**src/rtl/spm_param_top_if.sv**
```systemverilog
// Handshake and product readout bundle for the serial multiplier.
// SPM_ABORT_EN adds the abort request line.
interface spm_param_if #(
  parameter int WIDTH = 32,
  parameter int OUT_W = 32,
  parameter int SEL_W = 1
);
  logic [WIDTH-1:0] mc;
  logic [WIDTH-1:0] mp;
  logic             signed_mode;
  logic             start;
`ifdef SPM_ABORT_EN
  logic             abort;
`endif
  logic [SEL_W-1:0] prod_sel;
  logic [OUT_W-1:0] prod;
  logic             busy;
  logic             done;

  modport master (
    output mc, mp, signed_mode, start,
`ifdef SPM_ABORT_EN
    output abort,
`endif
    output prod_sel,
    input  prod, busy, done
  );

  modport slave (
    input  mc, mp, signed_mode, start,
`ifdef SPM_ABORT_EN
    input  abort,
`endif
    input  prod_sel,
    output prod, busy, done
  );
endinterface

```
**src/rtl/spm_param_top.sv**
```systemverilog
// Parametrised shift-add serial multiplier, one multiplier bit per clock.
// Optional macro SPM_ABORT_EN adds an abort input for in-flight operations.
module spm_param_top #(
  parameter int WIDTH = 32,
  parameter int OUT_W = 32,
  parameter int SEL_W = 1
) (
  input  logic      clk,
  input  logic      rst,
  spm_param_if.slave bus
);
  localparam int PW = 2 * WIDTH;
  localparam int NS = PW / OUT_W;
  localparam int CW = $clog2(WIDTH);
  localparam logic [CW-1:0] LAST = CW'(WIDTH - 1);

  typedef enum logic [1:0] {
    IDLE,
    RUN,
    FIX,
    DONE
  } state_t;

  state_t state;
  state_t state_nxt;

  logic [PW-1:0]    mcand;
  logic [PW-1:0]    acc;
  logic [PW-1:0]    product;
  logic [WIDTH-1:0] mplier;
  logic [CW-1:0]    cnt;
  logic             neg;

  logic load;
  logic step;
  logic fix;
  logic abort_req;

  logic             mc_s;
  logic             mp_s;
  logic [WIDTH-1:0] mc_abs;
  logic [WIDTH-1:0] mp_abs;

`ifdef SPM_ABORT_EN
  assign abort_req = bus.abort;
`else
  assign abort_req = 1'b0;
`endif

  // Magnitudes; -2^(WIDTH-1) negates to itself, which is its correct
  // unsigned magnitude.
  assign mc_s   = bus.signed_mode & bus.mc[WIDTH-1];
  assign mp_s   = bus.signed_mode & bus.mp[WIDTH-1];
  assign mc_abs = mc_s ? -bus.mc : bus.mc;
  assign mp_abs = mp_s ? -bus.mp : bus.mp;

  // State register.
  always_ff @(posedge clk) begin
    if (rst) begin
      state <= IDLE;
    end else begin
      state <= state_nxt;
    end
  end

  // Next-state and datapath strobes; start is only seen in IDLE/DONE.
  always_comb begin
    state_nxt = state;
    load      = 1'b0;
    step      = 1'b0;
    fix       = 1'b0;
    unique case (state)
      IDLE, DONE: begin
        if (bus.start) begin
          load      = 1'b1;
          state_nxt = RUN;
        end
      end
      RUN: begin
        if (abort_req) begin
          state_nxt = IDLE;
        end else begin
          step = 1'b1;
          if (cnt == LAST) begin
            state_nxt = FIX;
          end
        end
      end
      FIX: begin
        if (abort_req) begin
          state_nxt = IDLE;
        end else begin
          fix       = 1'b1;
          state_nxt = DONE;
        end
      end
      default: state_nxt = IDLE;
    endcase
  end

  // Shift-add datapath; product only moves in FIX so prod is stable
  // while busy.
  always_ff @(posedge clk) begin
    if (rst) begin
      mcand   <= '0;
      mplier  <= '0;
      acc     <= '0;
      cnt     <= '0;
      neg     <= 1'b0;
      product <= '0;
    end else begin
      if (load) begin
        mcand  <= {{WIDTH{1'b0}}, mc_abs};
        mplier <= mp_abs;
        acc    <= '0;
        cnt    <= '0;
        neg    <= mc_s ^ mp_s;
      end
      if (step) begin
        if (mplier[0]) begin
          acc <= acc + mcand;
        end
        mcand  <= mcand << 1;
        mplier <= mplier >> 1;
        cnt    <= cnt + 1'b1;
      end
      if (fix) begin
        product <= neg ? -acc : acc;
      end
    end
  end

  assign bus.busy = (state == RUN) || (state == FIX);
  assign bus.done = (state == DONE);

  logic [(2**SEL_W)-1:0][OUT_W-1:0] slice;

  for (genvar i = 0; i < 2**SEL_W; i++) begin : g_slice
    if (i < NS) begin : g_in
      assign slice[i] = product[i*OUT_W +: OUT_W];
    end else begin : g_out
      assign slice[i] = '0;
    end
  end

  assign bus.prod = slice[bus.prod_sel];
endmodule

```
**src/flat_wrapper.sv**
```systemverilog
// flat-port wrapper written by rule: the top's interface ports become plain ports
module spm_param_top_flat 
#(
  parameter int WIDTH = 32,
  parameter int OUT_W = 32,
  parameter int SEL_W = 1
)
  (clk, rst, bus_mc, bus_mp, bus_signed_mode, bus_start, bus_prod_sel, bus_prod, bus_busy, bus_done);
  spm_param_if #(.WIDTH(WIDTH), .OUT_W(OUT_W), .SEL_W(SEL_W)) bus_i ();
  input  logic clk;
  input  logic rst;
  input wire logic [$bits(bus_i.mc)-1:0] bus_mc;
  input wire logic [$bits(bus_i.mp)-1:0] bus_mp;
  input wire logic [$bits(bus_i.signed_mode)-1:0] bus_signed_mode;
  input wire logic [$bits(bus_i.start)-1:0] bus_start;
  input wire logic [$bits(bus_i.prod_sel)-1:0] bus_prod_sel;
  output wire logic [$bits(bus_i.prod)-1:0] bus_prod;
  output wire logic [$bits(bus_i.busy)-1:0] bus_busy;
  output wire logic [$bits(bus_i.done)-1:0] bus_done;
  assign bus_i.mc = bus_mc;
  assign bus_i.mp = bus_mp;
  assign bus_i.signed_mode = bus_signed_mode;
  assign bus_i.start = bus_start;
  assign bus_i.prod_sel = bus_prod_sel;
  assign bus_prod = bus_i.prod;
  assign bus_busy = bus_i.busy;
  assign bus_done = bus_i.done;
  spm_param_top #(.WIDTH(WIDTH), .OUT_W(OUT_W), .SEL_W(SEL_W)) u_core (.clk(clk), .rst(rst), .bus(bus_i));
endmodule
```
**config.mk**
```make
export PLATFORM = sky130hd
export DESIGN_NAME = spm_param_top_flat
export DESIGN_NICKNAME = d
export VERILOG_FILES = /design/src/rtl/spm_param_top_if.sv /design/src/rtl/spm_param_top.sv /design/src/flat_wrapper.sv
export SDC_FILE = /design/constraint.sdc
export NUM_CORES = 1
export LEC_CHECK = 0
export BUFFER_PORTS_ARGS = -buffer_cell sky130_fd_sc_hd__buf_2
export CAP_MARGIN = 20
export CORE_ASPECT_RATIO = 0.75
export CORE_MARGIN = 5
export CORE_UTILIZATION = 45
export DETAILED_ROUTE_END_ITERATION = 8
export SYNTH_ARGS = -nofsm -noshare
export SYNTH_HDL_FRONTEND = slang
export SYNTH_SLANG_ARGS = --single-unit
```
**constraint.sdc**
```tcl
create_clock -name clk -period 11 [get_ports clk]
set_clock_uncertainty 0.05 [all_clocks]
set_input_delay 1.1 -clock clk [delete_from_list [all_inputs] [get_ports clk]]
set_output_delay 1.1 -clock clk [all_outputs]
set_load 0.02 [all_outputs]
```
# --- Word-level counts from Yosys, hierarchy flattened ---
# Cells that the tools add are included.
word_totals:
  output_inout_bits: 34
  inputBits: 69
  mem_count: 0
  latch_bits: 0
  register_bits: 232
  wordCells: 51
  rom_bits: 0
  ram_bits: 0
classes:
  n_addsub: 5
  n_reduce_logical: 6
  n_eq_ne: 6
  mul: 0
  shifts: 0
  div: 0
  bitwise: 3
  mux: 21
  magnitude_cmp: 1
ops:
  columns: ["op", "count"]
  rows:
  - ["two-way mux 64 bit", 6]
  - ["two-way mux 32 bit", 4]
  - ["adder 64 bit", 1]
  - ["negation 32 bit", 2]
  - ["negation 64 bit", 1]
  - ["two-way mux 31 bit", 2]
  - ["two-way mux 5 bit", 2]
  - ["case mux 2 bit (3 select lines)", 1]
  - ["adder 5 x 1 -> 5 bit (second input constant)", 1]
  - ["== test 5 bit (second input constant)", 1]
  - ["== test 2 bit (second input constant)", 2]
  - ["two-way mux 1 bit", 4]
  - ["two-way mux 2 bit", 2]
  - ["OR reduction 2 bit", 2]
  - ["AND 1 bit", 2]
  - ["== test 2 x 1 -> 1 bit (second input constant)", 1]
  - ["logical NOT 2 bit", 1]
  - ["< comparator 1 x 2 -> 1 bit (second input constant)", 1]
  - ["!= test 2 x 1 -> 1 bit (second input constant)", 1]
  - ["!= test 2 bit (second input constant)", 1]
  - ["AND reduction 2 bit", 1]
  - ["nonzero test 2 bit", 1]
  - ["logical OR 1 bit", 1]
  - ["bitwise XOR 1 bit", 1]

# --- Longest topological paths before layout ---
logic_depth:
  ltp_word: 6
  depth_mapped: 13
  depth_no_buf: 13

# --- Worst setup path after synthesis ---
# OpenSTA, ideal clock, no wires.
synth_timing:
  path_type: "input to register"
  start: "input port bus_mp[5]"
  end: "register u_core.mplier[29]"
  arrival_ps: 3378
  setup_ps: 128
  path_slack_ps: 7445
  cell_stages: 10
  n_path_buf: 0
  t_required_ps: 10822
  cell_sequence: "or3_1 nor4b_1 and2_1 nand3_1 or4_1 o31ai_1 xor2_1 a211oi_1 a21oi_1 nor2_1"
synth_via:
  elab_chain_cells: 4
synth_lines:
  columns: ["element", "line_no", "rtl"]
  rows:
  - ["from (decl)", "flat_wrapper.sv:13", "input wire logic [$bits(bus_i.mp)-1:0] bus_mp;"]
  - ["negation 32 bit", "spm_param_top.sv:55", "assign mp_abs = mp_s ? -bus.mp : bus.mp;"]
  - ["two-way mux 32 bit", "spm_param_top.sv:55", null]
  - ["two-way mux 31 bit", "spm_param_top.sv:112", "if (load) begin"]
  - ["two-way mux 31 bit", "spm_param_top.sv:119", "if (step) begin"]
  - ["to (signal assigned)", "spm_param_top.sv:114", "mplier <= mp_abs;"]
  - ["to (signal assigned)", "spm_param_top.sv:124", "mplier <= mplier >> 1;"]
  - ["to (decl)", "spm_param_top.sv:30", "logic [WIDTH-1:0] mplier;"]
# Every way passes these cells. The select of a mux whose other input is x is not followed.
# A chain may end at the register's enable or synchronous reset.

# --- Worst setup path in the final report ---
layout_timing:
  start: "register u_core.acc[0]"
  end: "register u_core.acc[52]"
layout_via:
  elab_chain_cells: 3
layout_lines:
  columns: ["element", "line_no", "rtl"]
  rows:
  - ["from (decl)", "spm_param_top.sv:28", "logic [PW-1:0] acc;"]
  - ["from (signal assigned)", "spm_param_top.sv:121", "acc <= acc + mcand;"]
  - ["adder 64 bit", "spm_param_top.sv:121", null]
  - ["two-way mux 64 bit", "spm_param_top.sv:120", "if (mplier[0]) begin"]
  - ["two-way mux 64 bit", "spm_param_top.sv:119", null]
# Every way passes these cells.

==> results_dict.tcl <==
set metrics [dict create \
    status "finished, final reports clean" \
    drive_gt1_share_pct 10.9 \
    clkLatencyLatePin_ns 0.54 \
    ant_nets 0 \
    hold_path_class "register to register" \
    routed_wl_microns 44200 \
    cp-end-kind "register" \
    wire_per_inst_microns 18.0 \
    ys_types 69 \
    ir_worst_vdd_uv 273 \
    ys_top_cells_by_area "dfxtp_1, nor2_1, a21oi_1" \
    drt-initial-drc-count 1128 \
    ys.flop_type "dfxtp_1" \
    synth_most_common_cell "nor2_1" \
    rows 58 \
    dr.pass1.iters 5 \
    fin_crit_ns 4.20 \
    cts_hold_buffers 0 \
    clock-sinks 232 \
    grt_usage_pct 22.7 \
    final_util_pct 50.4 \
    ys_ff_latch 232 \
    grt_pass1_wl_microns 70900 \
    vias 14100 \
    syn2layout_area_growth_pct 11.1 \
    netlist_instances 1968 \
    fp.dieW_microns 222 \
    worstMarginPinSlew_ns 1.05 \
    die_h_microns 169 \
    fillers 3269 \
    antenna_found_initial 0 \
    placement.io_buffers 102 \
    diodes 0 \
    reg2regPathDepth 13 \
    async_flop_share_pct 0 \
    slew_viol_final 0 \
    fmax_ghz 0.238 \
    rsz0062_at_grt "false" \
    cp_max_fo 6 \
    synth-edff-count 0 \
    powerDensity_nw_per_um2 200 \
    grt_pass1_vias 12800 \
    syn_area_per_cell_sq_um 7.70 \
    initial_core_util_pct 45.4 \
    synth_top_area_share_pct 30.7 \
    cts_max_level 1 \
    power.total_uw 3370 \
    die-area_sq_um 37500 \
    critPathArrivalTime_ns 4.58 \
    cts.clk_slew.worst_paths_ns 0.06 \
    place_congestion 0.913 \
    cp-startpoint "u_core.acc[0]$_SDFF_PP0_" \
    routed_via_density 5.75 \
    critPathRequiredTime_ns 11.38 \
    startpoint_type "register" \
    setup_slack_ns 6.80 \
    crit_end "u_core.acc[52]$_SDFF_PP0_" \
    cts_made_buffers 26 \
    setup_violations 0 \
    synth_top_area_cell "dfxtp_1" \
    p_leak_uw 0.00720 \
    cpPeakStageDelay_ns 0.50 \
    r2r_slack_ns 6.80 \
    r2r-end "u_core.acc[52]$_SDFF_PP0_" \
    crit_type "register to register" \
    crit_chain "ha_1 > fa_1 > a211oi_1 > o21bai_1 > o21ai_0 > nand2_1 > a31o_2 > a21oi_1 > o21ai_1 > a221oi_1 > nor2_1 > or3_1 > a32o_1" \
    grt_max_degree 109 \
    io-pin-count 103 \
    min_period_over_period_pct 38.2 \
    post_cts_buffers 0 \
    root_buffer "clkbuf_16" \
    cp_slowest_cell "a221oi_1" \
    yosysSeqAreaShare_pct 30.7 \
    preCtsSetupSlack_ns 6.84 \
    hpwl_microns 32100 \
    cap_violations 0 \
    final_nets 2120 \
    cts_resized 0 \
    r2r-start "u_core.acc[0]$_SDFF_PP0_" \
    synthesis.area_sq_um 15100 \
    clockBufferDepth 3 \
    core_sq_um 33400 \
    cts_tree "yes" \
    synth_common_cells "nor2_1, dfxtp_1, a21oi_1" \
    yosys_warnings 0 \
    drc 0 \
    slew_headroom_pct 29.9 \
    hold_viol 0 \
    synth_fp_nets 2110 \
    fin_tns_setup_ns 0 \
    grt_remaining_overflow 0 \
]
-- per-stage QoR --
stage | instances | instance area [sq um] | hold WS, ns
final | 2448 | 16800 | 0.432
after global routing | 2448 | 16800 | 0.449
after CTS | 2448 | 16800 | 0.435
after detailed placement | 2400 | 15900 | 0.426
after global placement | 2400 | 15900 | 0.406
after floorplan | 1968 | 15100 | 0.395
-- routing by layer --
layer  share of wire [%]  vias to the layer above  track usage, %
met1                  51                     6552            35.4
met5                   0                        -               0
met2                  41                      368            33.2
met3                 6.7                       40            3.74
met4                 1.2                        0            3.40
li1                    -                     7118               -
-- worst max-delay path: cells and delay by family, from the launching register on --
kind | cells | cell delay [ns]
AO/OA/AOI/OAI | 8 | 2.37
adder cells (fa/ha/maj) | 2 | 0.70
flip-flops | 1 | 0.36
AND/OR/NAND/NOR | 3 | 0.59
-- state kept, by name, indices dropped and copies added, names as in the netlist --
register / cells
u_core.mplier: 32
u_core.product: 64
u_core.cnt: 5
u_core.state: 2
u_core.mcand: 64
u_core.neg: 1
u_core.acc: 64
-- where the power goes --
| part | total [uW] | switching (uW) | internal [uW] | leakage (uW) |
|---|---|---|---|---|
| sequential | 1130 | 127 | 1010 | 0.00189 |
| combinational | 1260 | 821 | 443 | 0.00485 |
| clock | 977 | 371 | 606 | 0.000463 |
-- area by class of cell --
type                            count  area [sq um]  area share (%)
Multi-Input combinational cell   1566          9900            58.8
Clock buffer                       36           769            4.57
Inverter                           37           139           0.825
Timing Repair Buffer              115           614            3.65
Clock inverter                     12           199            1.18
Sequential cell                   232          4650            27.6
Tap cell                          450           563            3.34
-- cells by family after synthesis --
group / share of synthesized area (%)
AOI/OAI and AO/OA: 25.7
xor gates and xnor gates: 9.66
adders and majority gates: 6.08
buffers and inverters: 4.21
DFF: 30.7
muxes: 3.63
and+or+nand+nor: 20.1
-- how the worst min path moves through the flow --
stage | startpoint | endpoint | slack (ns) | cells past startpoint
after floorplan | u_core.mplier[31]$_SDFFE_PP0P_ | u_core.mplier[31]$_SDFFE_PP0P_ | 0.39 | 2
after global placement | u_core.mplier[31]$_SDFFE_PP0P_ | u_core.mplier[31]$_SDFFE_PP0P_ | 0.41 | 2
after detailed placement | u_core.mplier[4]$_SDFFE_PP0P_ | u_core.mplier[3]$_SDFFE_PP0P_ | 0.43 | 2
after CTS | u_core.product[32]$_SDFFE_PP0N_ | u_core.product[32]$_SDFFE_PP0N_ | 0.43 | 2
after global routing | u_core.product[14]$_SDFFE_PP0N_ | u_core.product[14]$_SDFFE_PP0N_ | 0.45 | 2
final | u_core.product[5]$_SDFFE_PP0N_ | u_core.product[5]$_SDFFE_PP0N_ | 0.43 | 2
-- layout by cell type, fill, tap and decap left out, drive strengths merged, types with 11 or more instances in the layout --
cell type / instances
a31oi: 12
ha: 72
and3: 44
nand4: 23
mux2i: 19
nand2: 149
mux2: 32
a22oi: 25
o41ai: 13
xnor2: 60
xor2: 107
o31ai: 27
clkbuf: 36
o21ai: 117
or3: 21
a21o: 47
dfxtp: 232
a211oi: 105
or4: 11
nand2b: 11
buf: 115
nor3: 33
nand3: 21
nor2: 304
inv: 37
o21bai: 13
a21oi: 205
(Power assumes the default switching activity.)
